[src/rtl/tl_ul_mem_slave_pkg.sv]
// Shared widths, TileLink-UL opcodes and payload types for the TL-UL memory slave.
package tl_ul_mem_slave_pkg;

    localparam int unsigned TL_ADDR_W = 32;
    localparam int unsigned TL_DATA_W = 32;
    localparam int unsigned TL_SRC_W  = 4;
    localparam int unsigned TL_SIZE_W = 2;
    localparam int unsigned TL_BYTES  = TL_DATA_W / 8;
    localparam int unsigned TL_LANE_W = $clog2(TL_BYTES);
    localparam int unsigned TL_LSB_W  = (TL_LANE_W > 0) ? TL_LANE_W : 1;

    localparam logic [2:0] TL_A_OPCODE_PUT_FULL    = 3'd0;
    localparam logic [2:0] TL_A_OPCODE_PUT_PARTIAL = 3'd1;
    localparam logic [2:0] TL_A_OPCODE_GET         = 3'd4;

    localparam logic [2:0] TL_CHANNEL_D_OPCODE_ACCESS_ACK      = 3'd0;
    localparam logic [2:0] TL_CHANNEL_D_OPCODE_ACCESS_ACK_DATA = 3'd1;

    typedef struct packed {
        logic [2:0]           opcode;
        logic [TL_SIZE_W-1:0] size;
        logic [TL_SRC_W-1:0]  source;
        logic [TL_DATA_W-1:0] data;
        logic                 error;
    } tl_ul_rsp_t;

    // Request context carried alongside the memory read latency
    typedef struct packed {
        logic                 valid;
        logic [2:0]           opcode;
        logic [TL_SIZE_W-1:0] size;
        logic [TL_SRC_W-1:0]  source;
        logic [TL_BYTES-1:0]  mask;
        logic                 error;
    } tl_ul_pipe_t;

    function automatic logic [TL_BYTES-1:0] tl_lane_mask(
        input logic [TL_SIZE_W-1:0] size,
        input logic [TL_LSB_W-1:0]  addr_lsbs
    );
        logic [TL_BYTES-1:0] m;
        int unsigned lo;
        int unsigned hi;
        lo = 32'(addr_lsbs);
        hi = lo + (32'd1 << size);
        for (int unsigned i = 0; i < TL_BYTES; i++) begin
            m[i] = (i >= lo) && (i < hi);
        end
        return m;
    endfunction

endpackage

[src/rtl/tl_ul_mem_slave_fifo.sv]
// Synchronous response FIFO with wrap-bit pointers to tell full from empty.
module tl_rsp_fifo #(
    parameter int unsigned WIDTH = 8,
    parameter int unsigned DEPTH = 4
) (
    input  logic                     clk_i,
    input  logic                     reset_i,
    input  logic                     push,
    input  logic [WIDTH-1:0]         wdata,
    input  logic                     pop,
    output logic [WIDTH-1:0]         rdata,
    output logic                     full,
    output logic                     empty,
    output logic [$clog2(DEPTH):0]   count
);

    localparam int unsigned AW = $clog2(DEPTH);

    logic [AW:0]      wptr;
    logic [AW:0]      rptr;
    logic [WIDTH-1:0] mem [DEPTH];
    logic             wen;
    logic             ren;

    assign empty = (wptr == rptr);
    assign full  = (wptr[AW] != rptr[AW]) && (wptr[AW-1:0] == rptr[AW-1:0]);
    assign count = wptr - rptr;
    assign wen   = push && (!full || pop);
    assign ren   = pop && !empty;
    assign rdata = mem[rptr[AW-1:0]];

    always_ff @(posedge clk_i or posedge reset_i) begin
        if (reset_i) begin
            wptr <= '0;
            rptr <= '0;
        end else begin
            if (wen) wptr <= wptr + (AW+1)'(1);
            if (ren) rptr <= rptr + (AW+1)'(1);
        end
    end

    always_ff @(posedge clk_i) begin
        if (wen) mem[wptr[AW-1:0]] <= wdata;
    end

endmodule

[src/rtl/tl_ul_mem_slave.sv]
// TileLink-UL slave in front of a fixed-latency single-port RAM; in-order, credit-limited.
module tl_ul_mem_slave
    import tl_ul_mem_slave_pkg::*;
#(
    parameter int unsigned ADDR_W     = TL_ADDR_W,
    parameter int unsigned DATA_W     = TL_DATA_W,
    parameter int unsigned SRC_W      = TL_SRC_W,
    parameter int unsigned SIZE_W     = TL_SIZE_W,
    parameter int unsigned RD_LATENCY = 1,
    parameter int unsigned RSP_DEPTH  = 4
) (
    input  logic                  clk_i,
    input  logic                  reset_i,
    input  logic                  a_valid,
    output logic                  a_ready,
    input  logic [2:0]            a_opcode,
    input  logic [2:0]            a_param,
    input  logic [SIZE_W-1:0]     a_size,
    input  logic [SRC_W-1:0]      a_source,
    input  logic [ADDR_W-1:0]     a_address,
    input  logic [DATA_W/8-1:0]   a_mask,
    input  logic [DATA_W-1:0]     a_data,
    output logic                  d_valid,
    input  logic                  d_ready,
    output logic [2:0]            d_opcode,
    output logic [1:0]            d_param,
    output logic [SIZE_W-1:0]     d_size,
    output logic [SRC_W-1:0]      d_source,
    output logic [DATA_W-1:0]     d_data,
    output logic                  d_error,
    output logic                  mem_en,
    output logic                  mem_we,
    output logic [ADDR_W-1:0]     mem_addr,
    output logic [DATA_W-1:0]     mem_wdata,
    output logic [DATA_W/8-1:0]   mem_wstrb,
    input  logic [DATA_W-1:0]     mem_rdata
);

    localparam int unsigned CNT_W  = $clog2(RSP_DEPTH) + 1;
    localparam int unsigned FIFO_W = $bits(tl_ul_rsp_t);

    logic                accept;
    logic                legal;
    logic                aligned;
    logic [TL_BYTES-1:0] covered;
    logic [CNT_W-1:0]    out_cnt;
    logic [CNT_W-1:0]    cnt_next;
    logic                rsp_push;
    logic                rsp_pop;
    logic                fifo_full;
    logic                fifo_empty;
    logic [CNT_W-1:0]    fifo_count;
    logic [DATA_W-1:0]   lanes;
    tl_ul_pipe_t         pipe_in;
    tl_ul_pipe_t         pipe_out;
    tl_ul_pipe_t         pipe [RD_LATENCY];
    tl_ul_rsp_t          rsp_in;
    tl_ul_rsp_t          rsp_head;
    logic                unused;

    assign unused = ^{a_param, fifo_count, fifo_full};

    // Request legality, evaluated on the live channel A payload
    always_comb begin
        covered = tl_lane_mask(a_size, a_address[TL_LSB_W-1:0]);
        aligned = 1'b1;
        for (int i = 0; i < int'(TL_LANE_W); i++) begin
            if ((i < int'(a_size)) && a_address[i]) aligned = 1'b0;
        end
        legal = (32'(a_size) <= TL_LANE_W) && aligned && (a_mask != '0)
                && ((a_mask & ~covered) == '0);
        case (a_opcode)
            TL_A_OPCODE_GET,
            TL_A_OPCODE_PUT_FULL:    legal = legal && (a_mask == covered);
            TL_A_OPCODE_PUT_PARTIAL: legal = legal;
            default:                 legal = 1'b0;
        endcase
    end

    assign accept    = a_valid && a_ready;
    assign mem_en    = accept && legal;
    assign mem_we    = mem_en && (a_opcode != TL_A_OPCODE_GET);
    assign mem_addr  = mem_en ? {a_address[ADDR_W-1:TL_LANE_W], TL_LANE_W'(0)} : '0;
    assign mem_wdata = mem_en ? a_data : '0;
    assign mem_wstrb = mem_we ? a_mask : '0;

    always_comb begin
        pipe_in        = '0;
        pipe_in.valid  = accept;
        pipe_in.opcode = a_opcode;
        pipe_in.size   = a_size;
        pipe_in.source = a_source;
        pipe_in.mask   = a_mask;
        pipe_in.error  = !legal;
    end

    // Every accepted request rides the pipe so reads and writes stay ordered
    always_ff @(posedge clk_i or posedge reset_i) begin
        if (reset_i) begin
            for (int i = 0; i < int'(RD_LATENCY); i++) pipe[i] <= '0;
        end else begin
            pipe[0] <= pipe_in;
            for (int i = 1; i < int'(RD_LATENCY); i++) pipe[i] <= pipe[i-1];
        end
    end

    assign pipe_out = pipe[RD_LATENCY-1];
    assign rsp_push = pipe_out.valid;

    always_comb begin
        lanes = '0;
        for (int b = 0; b < int'(TL_BYTES); b++) lanes[b*8 +: 8] = {8{pipe_out.mask[b]}};
        rsp_in        = '0;
        rsp_in.opcode = (pipe_out.opcode == TL_A_OPCODE_GET) ?
                        TL_CHANNEL_D_OPCODE_ACCESS_ACK_DATA : TL_CHANNEL_D_OPCODE_ACCESS_ACK;
        rsp_in.size   = pipe_out.size;
        rsp_in.source = pipe_out.source;
        rsp_in.error  = pipe_out.error;
        rsp_in.data   = ((pipe_out.opcode == TL_A_OPCODE_GET) && !pipe_out.error) ?
                        (mem_rdata & lanes) : '0;
    end

    tl_rsp_fifo #(
        .WIDTH (FIFO_W),
        .DEPTH (RSP_DEPTH)
    ) u_fifo (
        .clk_i   (clk_i),
        .reset_i (reset_i),
        .push    (rsp_push),
        .wdata   (rsp_in),
        .pop     (rsp_pop),
        .rdata   (rsp_head),
        .full    (fifo_full),
        .empty   (fifo_empty),
        .count   (fifo_count)
    );

    assign d_valid  = !fifo_empty;
    assign rsp_pop  = d_valid && d_ready;
    assign d_opcode = d_valid ? rsp_head.opcode : '0;
    assign d_param  = '0;
    assign d_size   = d_valid ? rsp_head.size   : '0;
    assign d_source = d_valid ? rsp_head.source : '0;
    assign d_data   = d_valid ? rsp_head.data   : '0;
    assign d_error  = d_valid && rsp_head.error;

    // Credits cover pipe plus FIFO; a_ready comes straight from a flop
    always_comb begin
        cnt_next = out_cnt;
        if (accept)  cnt_next = cnt_next + CNT_W'(1);
        if (rsp_pop) cnt_next = cnt_next - CNT_W'(1);
    end

    always_ff @(posedge clk_i or posedge reset_i) begin
        if (reset_i) begin
            out_cnt <= '0;
            a_ready <= 1'b0;
        end else begin
            out_cnt <= cnt_next;
            a_ready <= (cnt_next < CNT_W'(RSP_DEPTH));
        end
    end

endmodule

[config.mk]
export PLATFORM = sky130hd
export DESIGN_NAME = tl_ul_mem_slave
export DESIGN_NICKNAME = d
export VERILOG_FILES = /design/src/rtl/tl_ul_mem_slave_pkg.sv /design/src/rtl/tl_ul_mem_slave_fifo.sv /design/src/rtl/tl_ul_mem_slave.sv
export SDC_FILE = /design/constraint.sdc
export NUM_CORES = 1
export LEC_CHECK = 0
export CORE_ASPECT_RATIO = 1.5
export CORE_MARGIN = 5
export CORE_UTILIZATION = 36
export CTS_BUF_LIST = sky130_fd_sc_hd__clkbuf_2
export DETAILED_ROUTE_END_ITERATION = 10
export PLACE_DENSITY = 0.69
export REMOVE_ABC_BUFFERS = 1
export SKIP_LAST_GASP = 1
export SLEW_MARGIN = 20
export SYNTH_ARGS = -nofsm -noshare
export SYNTH_HDL_FRONTEND = slang
export SYNTH_HIERARCHICAL = 1
export SYNTH_SLANG_ARGS = --single-unit
[constraint.sdc]
create_clock -name clk_i -period 5.83 [get_ports clk_i]
set_input_delay 0.8745 -clock clk_i [delete_from_list [all_inputs] [get_ports clk_i]]
set_output_delay 0.8745 -clock clk_i [all_outputs]
set_load 0.02 [all_outputs]
==> results.yml <==
cells_and_area:
  n_fill_cell: 2057
  fin_cells: 1065
  layout-drive-gt1-share: 0.172
  nets: 866
  syn2layout_area_growth_pct: 33.1
  final_core_util: 0.484
  multi_input_area_mm2: 0.00274
  regArea_mm2: 0.00568
flow_run:
  max_cap_violations: 0
synthesis:
  synth_area_per_cell_um2: 17.1
  syn_area_mm2: 0.00860
  synthCells: 504
  yosysWarnings: 6
global_route:
  antenna_found_initial: 1
  grt_pass1_vias: 5848
  grt_pass1_wl_mm: 32.0
  grt_overflow_total: 0
  grt_max_degree: 69
  grt_usage: 0.156
timing:
  fin_worst_skew_ns: 0.0362
  relSlewSlack: 0.392
  setup_viol: 0
  fin_ws_ns: 0.253
  finalSetupTns_ns: 0
  worstMarginPinSlew_ns: 0.912
  rsz0062_at_grt: "no"
  timing.fmax_mhz: 179
  finalHoldViolations: 0
  fin_crit_sh: 0.957
  period_needed_ns: 5.58
  drv_slew: 0
drt:
  firstDrtPassIters: 4
  vias_per_cell: 4.95
  drtIter0Drc: 257
  ant_nets: 0
  vias: 5275
  wire_per_inst_um: 19.7
  wl_mm: 20.9
  route.detailed.drc: 0
clock_tree:
  cts_resized: 0
  postCtsSetupBuffers: 0
  clock_sinks: 193
  cts-root-buf: "clkbuf_2"
  cts_hold_buf: 0
  tritoncts: "built"
  cts_max_level: 4
  clk_pin_slew_ns: 0.26
  insertion_delay_ns: 0.72
  cts_made_buffers: 17
  clockBufferDepth: 2
placed_design:
  pre_cts_ws_ns: 0.201
  dp_cells: 1033
  place.gp.congestion: 0.879
  place_hpwl_mm: 14.5
  io_buffers: 224
pwr:
  internal_power_mw: 3.09
  p_per_area_mw_per_mm2: 419
  clkPwrFrac: 0.132
  peakVddDrop_uv: 187
  sw_frac_of_total: 0.355
  power_frac_seq: 0.385
  combPwrFrac: 0.483
  p_sw_mw: 1.70
  power_leakage_nw: 3.82
run_status:
  status: "completed"
worst_setup_path:
  r2r_slack_ns: 2.01
  cp.required_ns: 4.96
  path_max_fanout: 68
  timing.rr.start: "u_fifo/rptr[1]$_DFFE_PP0P_"
  arrival_ns: 4.70
  startpoint: "a_size[1]"
  cp-start-kind: "input port"
  rr_endpoint: "u_fifo/mem[1][2]$_DFFE_PP_"
  endpoint_kind: "output pin"
  worstSetupPathType: "in -> out"
  r2r_cells: 10
die:
  io_pins: 232
  dieArea_mm2: 0.0271
  core_mm2: 0.0237
  initial_core_util: 0.363
  rows: 69
  die_h_um: 199
  die_w_um: 136
hold_path:
  hp-class: "in -> async"
-- cells in the final DEF (no fill, tap or decap), types with 2 or more instances in the layout --
cell and n:
conb_1 12, mux2_4 2, clkinv_2 2, nor2b_1 43, and3_1 32, clkinv_4 3
inv_6 3, bufinv_16 2, nor3b_1 49, and2_2 2, nor3_2 4, nand2_1 12
inv_1 13, xor2_1 4, dfrtp_1 23, a22o_1 2, nand3b_1 2, ha_1 16
edfxtp_1 168, xnor2_1 5, mux2i_1 3, buf_4 14, nor2_1 4, buf_12 5
clkbuf_2 18, clkinv_1 2, mux4_2 42, and2_4 2, clkdlybuf4s50_1 215, o21ai_0 2
nor3b_2 15
-- registers in the layout, summed over array words and instances (netlist names) --
name         flops
u_fifo/rptr      3
u_fifo/wptr      3
a_ready          1
pipe            10
u_fifo/mem     168
rsp_push         1
lanes            4
out_cnt          3
-- worst max-delay path by stage --
stage | to | depth (start not counted)
2_1_floorplan | mem_en | 11
3_3_place_gp | mem_addr[24] | 13
3_5_place_dp | mem_addr[24] | 13
4_1_cts | mem_addr[24] | 13
5_1_grt | mem_addr[24] | 13
6_report | mem_addr[24] | 13
-- power by group through the flow --
| stage | sequential [mW] | clock [mW] | combinational [mW] |
|---|---|---|---|
| after CTS | 1.85 | 0.666 | 2.38 |
| final | 1.84 | 0.632 | 2.32 |
| after floorplan | 1.96 | 0 | 1.26 |
| after global placement | 1.86 | 0 | 2.34 |
| after global routing | 1.87 | 0.717 | 2.49 |
| after detailed placement | 1.88 | 0 | 2.37 |
-- critical path, cell delays in order --
cell and delay (ns):
clkdlybuf4s50_1 0.51, nor2_1 0.20, ha_1 0.19, inv_1 0.06, fa_1 0.38, a22o_1 0.28
a21o_1 0.19, ha_1 0.16, or3_1 0.36, nand4b_4 0.19, buf_12 0.22, nor3b_1 0.37
clkdlybuf4s50_1 0.69
-- metrics by stage --
step	instance area (um2)	power, mW	hold WS [ns]
2_1_floorplan	8440	3.22	0.455
6_report	11400	4.79	0.375
5_1_grt	11400	5.07	0.275
4_1_cts	11400	4.89	0.262
3_3_place_gp	11200	4.21	0.464
3_5_place_dp	11200	4.25	0.481
-- final cells by class --
class                   instances  area share
flip-flops and latches        193       0.496
multi-input cells             274       0.239
repair buffers                234       0.206
clock buffers                  18     0.00787
well taps                     319      0.0349
inverters                      13     0.00426
clock inverters                13      0.0120
diodes                          1    0.000219
-- per-layer routing --
metal  GRT usage  vias up  part of all wire
met5           0        -                 0
met4      0.0392        0            0.0088
met3      0.0494       14             0.076
met2       0.291      219              0.54
met1       0.171     2666              0.37
li1            -     2376                 -
(Power assumes the default switching activity.)
